===== config.mk =====
export PLATFORM = sky130hd
export DESIGN_NAME = sobel_window_fetch
export DESIGN_NICKNAME = d
export VERILOG_FILES = /design/src/rtl/sobel_window_fetch.sv
export SDC_FILE = /design/constraint.sdc
export NUM_CORES = 1
export LEC_CHECK = 0
export ABC_AREA = 0
export ABC_CLOCK_PERIOD_IN_PS = 4530
export CORE_MARGIN = 2
export CORE_UTILIZATION = 47
export DETAILED_ROUTE_END_ITERATION = 12
export GPL_TIMING_DRIVEN = 0
export HOLD_SLACK_MARGIN = 0.02
export PLACE_DENSITY = 0.77
export REMOVE_ABC_BUFFERS = 1
export SLEW_MARGIN = 20
export SYNTH_ARGS = -nofsm -noshare
export SYNTH_HDL_FRONTEND = slang
export SYNTH_SLANG_ARGS = --single-unit

===== constraint.sdc =====
create_clock -name clk -period 4.53 [get_ports clk]
set_input_delay 0.906 -clock clk [delete_from_list [all_inputs] [get_ports clk]]
set_output_delay 0.906 -clock clk [all_outputs]
set_load 0.02 [all_outputs]

===== src/rtl/sobel_window_fetch.sv =====
// Frame sequencer for a Sobel filter: fetches each 3x3 neighbourhood through the
// memory read handshake, hands the window to the compute core, and writes the
// core's result back through the memory write handshake.
module sobel_window_fetch #(
  parameter int unsigned IMG_W    = 8,
  parameter int unsigned IMG_H    = 8,
  parameter int unsigned OUT_BASE = 128
) (
  input  logic        clk,
  input  logic        n_rst,
  input  logic        start,
  output logic        busy,
  output logic        start_read,
  output logic [7:0]  addr_r_mc,
  input  logic [7:0]  data_r_o,
  input  logic        read_data_done,
  output logic        start_write,
  output logic [7:0]  addr_w_mc,
  output logic [7:0]  data_w,
  input  logic        write_done,
  output logic [71:0] window,
  output logic        window_valid,
  input  logic [7:0]  result,
  input  logic        result_valid,
  output logic        frame_done
);

  localparam int unsigned AW   = 8;
  localparam int unsigned DW   = 8;
  localparam int unsigned KW   = 4;
  localparam int unsigned NPIX = 9;
  localparam int unsigned WINW = NPIX * DW;

  typedef enum logic [2:0] {
    IDLE      = 3'd0,
    READ      = 3'd1,
    READ_GAP  = 3'd2,
    COMPUTE   = 3'd3,
    WRITE     = 3'd4,
    WRITE_GAP = 3'd5,
    DONE      = 3'd6
  } state_t;

  state_t          state_q, state_n;
  logic [AW-1:0]   r_q, r_n;
  logic [AW-1:0]   c_q, c_n;
  logic [KW-1:0]   k_q, k_n;
  logic [AW-1:0]   cnt_q, cnt_n;
  logic [WINW-1:0] window_n;
  logic [DW-1:0]   data_w_n;
  logic [1:0]      row_off, col_off;
  logic [AW-1:0]   rd_addr_n;
  logic [AW-1:0]   wr_addr_n;
  logic            last_centre;

  // Next-state, scan counters and captured data
  always_comb begin
    state_n     = state_q;
    r_n         = r_q;
    c_n         = c_q;
    k_n         = k_q;
    cnt_n       = cnt_q;
    window_n    = window;
    data_w_n    = data_w;
    last_centre = (r_q == AW'(IMG_H - 2)) && (c_q == AW'(IMG_W - 2));

    case (state_q)
      IDLE: begin
        if (start) begin
          state_n = READ;
          r_n     = AW'(1);
          c_n     = AW'(1);
          k_n     = '0;
          cnt_n   = '0;
        end
      end
      READ: begin
        if (read_data_done) begin
          for (int i = 0; i < int'(NPIX); i++) begin
            if (k_q == KW'(i)) window_n[i*DW +: DW] = data_r_o;
          end
          state_n = READ_GAP;
        end
      end
      READ_GAP: begin
        if (k_q == KW'(NPIX - 1)) begin
          state_n = COMPUTE;
        end else begin
          k_n     = k_q + KW'(1);
          state_n = READ;
        end
      end
      COMPUTE: begin
        if (result_valid) begin
          data_w_n = result;
          state_n  = WRITE;
        end
      end
      WRITE: begin
        if (write_done) state_n = WRITE_GAP;
      end
      WRITE_GAP: begin
        cnt_n = cnt_q + AW'(1);
        if (last_centre) begin
          state_n = DONE;
        end else begin
          k_n     = '0;
          state_n = READ;
          if (c_q == AW'(IMG_W - 2)) begin
            c_n = AW'(1);
            r_n = r_q + AW'(1);
          end else begin
            c_n = c_q + AW'(1);
          end
        end
      end
      DONE: begin
        state_n = IDLE;
      end
      default: begin
        state_n = IDLE;
      end
    endcase
  end

  // Window offset of pixel k: row = k/3, column = k%3 (both relative to top-left)
  always_comb begin
    row_off = 2'd0;
    col_off = 2'd0;
    case (k_n)
      KW'(0): begin row_off = 2'd0; col_off = 2'd0; end
      KW'(1): begin row_off = 2'd0; col_off = 2'd1; end
      KW'(2): begin row_off = 2'd0; col_off = 2'd2; end
      KW'(3): begin row_off = 2'd1; col_off = 2'd0; end
      KW'(4): begin row_off = 2'd1; col_off = 2'd1; end
      KW'(5): begin row_off = 2'd1; col_off = 2'd2; end
      KW'(6): begin row_off = 2'd2; col_off = 2'd0; end
      KW'(7): begin row_off = 2'd2; col_off = 2'd1; end
      KW'(8): begin row_off = 2'd2; col_off = 2'd2; end
      default: begin row_off = 2'd0; col_off = 2'd0; end
    endcase
  end

  // Read and write addresses for the upcoming request
  always_comb begin
    rd_addr_n = AW'((32'(r_n) + 32'(row_off) - 32'd1) * 32'(IMG_W)
                    + 32'(c_n) + 32'(col_off) - 32'd1);
    wr_addr_n = AW'(32'(OUT_BASE) + 32'(cnt_n));
  end

  // State, counters and registered outputs; addresses only move when a request begins
  always_ff @(posedge clk or negedge n_rst) begin
    if (!n_rst) begin
      state_q      <= IDLE;
      r_q          <= '0;
      c_q          <= '0;
      k_q          <= '0;
      cnt_q        <= '0;
      busy         <= 1'b0;
      start_read   <= 1'b0;
      start_write  <= 1'b0;
      window_valid <= 1'b0;
      frame_done   <= 1'b0;
      addr_r_mc    <= '0;
      addr_w_mc    <= '0;
      data_w       <= '0;
      window       <= '0;
    end else begin
      state_q      <= state_n;
      r_q          <= r_n;
      c_q          <= c_n;
      k_q          <= k_n;
      cnt_q        <= cnt_n;
      busy         <= (state_n != IDLE);
      start_read   <= (state_n == READ);
      start_write  <= (state_n == WRITE);
      window_valid <= (state_n == COMPUTE);
      frame_done   <= (state_n == DONE);
      window       <= window_n;
      data_w       <= data_w_n;
      if (state_n == READ)  addr_r_mc <= rd_addr_n;
      if (state_n == WRITE) addr_w_mc <= wr_addr_n;
    end
  end

endmodule

# == Word-level counts from Yosys, hierarchy flattened ==
# Memories as Yosys holds them, arrays and structs flattened.
# Cells that the tools add are included.
# word_totals
register_bits,132
latch_bits,0
ram_bits,0
rom_bits,64
in_bits,22
output_inout_bits,101
word_cells,87
n_memories,1
# memory_table
name,depth,word_bits,read_ports,rd_clocked_by_memory_dff,write_ports,line_no,rtl
(name not given),16,4,1,0,0,130,case (k_n)
# classes
addsub,10
mul,0
n_div,0
magnitude_cmp,0
n_eq_ne,19
n_shift,0
muxes,21
bitwise,0
n_reduce_logical,14
# ops
operator,count
2-to-1 mux 8 bit,7
case mux 8 bit (2 select lines),3
AND reduction 3 bit,9
"adder 8 x 1 -> 8 bit, second input constant",3
case mux 3 bit (6 select lines),1
"equality test 4 x 3 -> 1 bit, second input constant",4
"equality test 8 x 3 -> 1 bit, second input constant",2
2-to-1 mux 3 bit,5
"equality test 3 bit, second input constant",4
2-to-1 mux 4 bit,3
case mux 4 bit (3 select lines),1
"equality test 3 x 2 -> 1 bit, second input constant",3
adder 8 x 3 -> 8 bit,1
adder 8 bit,1
"adder 8 bit, first input constant",1
"equality test 4 x 2 -> 1 bit, second input constant",2
"subtractor 8 x 2 -> 8 bit, second input constant",1
"equality test 3 x 1 -> 1 bit, second input constant",2
adder 5 x 2 -> 5 bit,1
"subtractor 5 x 1 -> 5 bit, second input constant",1
"adder 4 x 1 -> 4 bit, second input constant",1
"equality test 4 x 1 -> 1 bit, second input constant",1
"equality test 4 bit, second input constant",1
logical NOT 4 bit,1
other kinds (5),5

# == Depth between registers and ports, before layout ==
# An unclocked memory read counts as a cell.
# depth
word_depth,10
depth_mapped,26
depth_no_buf,25

# == Worst setup path before layout ==
# OpenSTA, ideal clock, no wires.
# synth_timing
path_kind,register to register
from,register c_q[4]
to,register addr_r_mc[7]
setup_ns,0.125
arrival_ns,4.583
t_required_ns,4.405
slack_ns,-0.178
path_stages_with_launch,24
n_path_buf,1
period_less_slack_ns,4.708
path_cell_list,dfrtp_1 > or4_4 > nand4bb_1 > buf_2 > a21oi_2 > a21oi_1 > a21o_1 > ha_1 > nor3b_1 > a31oi_1 > ha_1 > inv_1 > ha_1 > inv_1 > fa_1 > ha_1 > inv_1 > ha_1 > o21ai_0 > o21bai_1 > a21oi_1 > xor2_1 > xnor2_1 > mux2_4
# synth_via
elab_chain_cells,10
word_cells_on_any_way,21
cone_classes,add/sub: 6; eq/ne: 2; mux: 11; reduce/logical: 1; memory: 1
# synth_rtl
item,line_no,rtl
start: declaration,46,"logic [AW-1:0] c_q, c_n;"
start signal: assignment,171,c_q <= c_n;
equality test 8 x 3 -> 1 bit,"65, 109",
logical AND 1 bit,65,last_centre = (r_q == AW'(IMG_H - 2)) && (c_q == AW'(IMG_W - 2));
2-to-1 mux 4 bit,104,if (last_centre) begin
case mux 4 bit (3 select lines),67,case (state_q)
memory read (16 x 4 bit),--,
adder 5 x 2 -> 5 bit,146,rd_addr_n = AW'((32'(r_n) + 32'(row_off) - 32'd1) * 32'(IMG_W)
subtractor 5 x 1 -> 5 bit,146,
adder 8 bit,147,+ 32'(c_n) + 32'(col_off) - 32'd1);
adder 8 x 3 -> 8 bit,147,
subtractor 8 x 2 -> 8 bit,147,
end signal: assignment,181,if (state_n == READ) addr_r_mc <= rd_addr_n;
end: declaration,14,"output logic [7:0] addr_r_mc,"
# Several ways; a longest one is shown, not always the timed one.
# A chain may end at the register's enable or synchronous reset.

# == Worst setup path in the final report ==
# layout_timing
from,register c_q[6]
to,register addr_r_mc[7]
# The elaborated chain is that of the path after synthesis.

==> results.sh <==
export IMPL_postRouteAntennaNets=0
export IMPL_grt_ovfl_total=0
export IMPL_r2r_slack_ps=-250
export IMPL_core_area_mm2=0.0131
export IMPL_drv_cap=0
export IMPL_power_w=0.00589
export IMPL_initial_core_util=0.476
export IMPL_reg2reg_depth=22
export IMPL_num_vias=4493
export IMPL_critPathCapture="addr_r_mc[7]"
export IMPL_route_detailed_drc=0
export IMPL_synth_most_common_cell="dfrtp_1"
export IMPL_cts_tree="done"
export IMPL_cts_buffers=17
export IMPL_maxSlewViolCount=0
export IMPL_clkTransAtPathRegs_ps=60
export IMPL_grt_pass1_wl_um=23300
export IMPL_cp_end_kind="register"
export IMPL_timing_slew_headroom=0.399
export IMPL_violations="negative setup slack"
export IMPL_synthTopCellsByCount="132 x dfrtp_1, 93 x mux2_2, 35 x inv_1, 32 x nand2_1, 30 x ha_1"
export IMPL_cp_max_fo=4
export IMPL_worst_hold_path_type="in -> async"
export IMPL_synth_cells=515
export IMPL_cts_root_buf="clkbuf_16"
export IMPL_worst_pin_slew_ps=899
export IMPL_clock_skew_ps=7.23
export IMPL_power_static_leakage_nw=3.91
export IMPL_die_h_um=119
export IMPL_pin_count=123
export IMPL_dp_hpwl_um=9890
export IMPL_cp_required_ps=4840
export IMPL_critPathArrivalTime_ps=5090
export IMPL_placed_cells=799
export IMPL_async_reset_ff_frac=1.00
export IMPL_vdd_drop_max_uv=502
export IMPL_synth_warnings=0
export IMPL_grt_pass1_vias=4502
export IMPL_final_layout_size_suffix_gt1_frac=0.262
export IMPL_final_setup_viol_count=3
export IMPL_min_period_ps=4780
export IMPL_syn_avg_cell_area_um2=12.1
export IMPL_port_buffers=122
export IMPL_final_cells=844
export IMPL_place_congestion=0.860
export IMPL_grt_max_degree=68
export IMPL_crit_start="c_q[6]"
export IMPL_cts_htree_levels=4
export IMPL_r2r_start="c_q[6]"
export IMPL_crit_slowest_cell="or4_4"
export IMPL_crit_buf_inv=3
export IMPL_drt_pass1_iter_count=4
export IMPL_final_core_util=0.650
export IMPL_routed_wl_um=14200
export IMPL_synth_cell_types=61
export IMPL_r2r_end="addr_r_mc[7]"
export IMPL_synth_seq_cells=132
export IMPL_first_iter_violations=262
export IMPL_ys_flop_type="dfrtp_1"
export IMPL_fin_nets=709
export IMPL_fin_crit_sh=1.06
export IMPL_timing_hold_ws_ps=435
export IMPL_place_ws_ps=-1030
export IMPL_status="finished, violations left"
export IMPL_antenna_cells=0
export IMPL_critPathLaunchType="register"
export IMPL_netlist_area_mm2=0.00625
export IMPL_path_cells="or4_4 > nand4bb_4 > a21oi_4 > a21oi_2 > a21o_1 > ha_2 > nor3b_4 > a31oi_2 > ha_1 > inv_1 > ha_2 > inv_2 > fa_1 > ha_1 > inv_2 > ha_4 > o21ai_2 > o21bai_1 > a21oi_1 > xor2_1 > xnor2_1 > mux2_4"
export IMPL_die_w_um=119
export IMPL_synth_edf_count=0
export IMPL_clockBufferDepth=2
export IMPL_grt_usage=0.210
export IMPL_cp_depth=22
export IMPL_via_per_inst=5.32
export IMPL_critPathTopFamily="adder cells"
export IMPL_routedWlPerCell_um=16.9
export IMPL_power_density_mw_per_mm2=690
export IMPL_crit_type="reg -> reg"
export IMPL_grt_setup_unrepaired="yes"
export IMPL_antenna_found_initial=0
export IMPL_clk_insertion_delay_late_ps=420
export IMPL_hold_viol=0
export IMPL_synth_area_top_cells="dfrtp_1 53%, mux2_2 17%, ha_1 6.0%"
export IMPL_synth_top_area_share=0.528
export IMPL_slowest_delay_ps=540
export IMPL_synthToLayoutAreaGrowth_pct=36.5
export IMPL_setup_ws_ps=-253
export IMPL_synth_top_area_cell="dfrtp_1"
export IMPL_fmax_ghz=0.209
export IMPL_cts_sinks=132
export IMPL_die_area_mm2=0.0142
export IMPL_num_rows=42
export IMPL_yosysSeqAreaShare=0.528
cell type report:
cell class              count  area (µm²)
repair buffers            136        1360
inverters                  37         139
fillers                   987        4600
flip-flops and latches    132        3300
well taps                 176         220
clock inverters            13         195
clock buffers              19         453
multi-input cells         331        2870
worst register-to-register path, delay by kind of cell, from the launching register on:
family	cells	cell delay, ps
AO/OA/AOI/OAI	7	1000
multiplexers	1	250
adder cells (fa/ha/maj)	6	1640
AND/OR/NAND/NOR	3	930
XOR/XNOR	2	300
flip-flops	1	390
buffers and inverters	3	140
where the power goes:
group,leakage (nW),internal (W),total [W],switching (W)
registers,1.73,0.00152,0.00177,0.000244
clock network,0.307,0.000959,0.00149,0.000531
logic,1.87,0.00136,0.00263,0.00127
repair_timing:
item,in CTS,in global routing
hold buffers,0,0
resized for setup,21,9
pin swaps,14,7
hold endpoints to repair,0,0
setup endpoints to repair,3,3
setup buffers,8,5
gates cloned,0,0
placed cells by master, fill, tap and decap left out, types with 5 or more instances in the layout:
| master | count |
|---|---|
| a21o_1 | 6 |
| a21oi_1 | 12 |
| and2_1 | 6 |
| and3_1 | 5 |
| buf_4 | 12 |
| clkbuf_16 | 17 |
| clkdlybuf4s50_1 | 120 |
| dfrtp_1 | 132 |
| ha_1 | 27 |
| inv_1 | 32 |
| mux2_2 | 92 |
| nand2_1 | 32 |
| nand3_1 | 9 |
| nor2_1 | 17 |
| nor2b_1 | 6 |
| o21ai_0 | 20 |
| o21ai_1 | 5 |
| xnor2_1 | 8 |
| xor2_1 | 5 |
routing by layer:
metal,vias up,GRT usage,part of all wire
li1,2113,-,-
met1,2209,0.271,0.43
met2,143,0.342,0.49
met3,28,0.0556,0.057
met4,0,0.0735,0.023
met5,-,0,0
cell families (layout without fill, tap and decap cells):
kind of cell | after synthesis | count (layout) | share of synthesized area
buffers and inverters | 52 | 205 | 0.0322
adders and majority gates | 32 | 32 | 0.0664
DFF | 132 | 132 | 0.528
muxes | 99 | 99 | 0.178
xor gates and xnor gates | 13 | 13 | 0.0182
AOI/OAI and AO/OA | 74 | 74 | 0.0772
and+or+nand+nor | 113 | 113 | 0.0996
worst min-delay path by stage:
stage                 endpoint  cells past startpoint  slack [ps]
finish              window[11]                      1         430
global route         window[3]                      1         470
CTS                 window[39]                      1         450
detailed placement    cnt_q[7]                      1         460
global placement      cnt_q[7]                      1         460
floorplan             cnt_q[7]                      1         430
state kept, by name, indices dropped and copies added, names as in the netlist:
signal        count
start_write       1
addr_r_mc         8
window           72
c_q               8
k_q               4
addr_w_mc         8
busy              1
window_valid      1
r_q               8
start_read        1
data_w            8
cnt_q             8
state_q           3
frame_done        1
metrics by stage:
step / area, µm² / TNS, ps
finish: 8530 / -344
global route: 8530 / -792
CTS: 8470 / -283
detailed placement: 7660 / -2340
global placement: 7630 / -316960
floorplan: 6190 / -291
No activity file was read; power rests on OpenSTA's default activity.
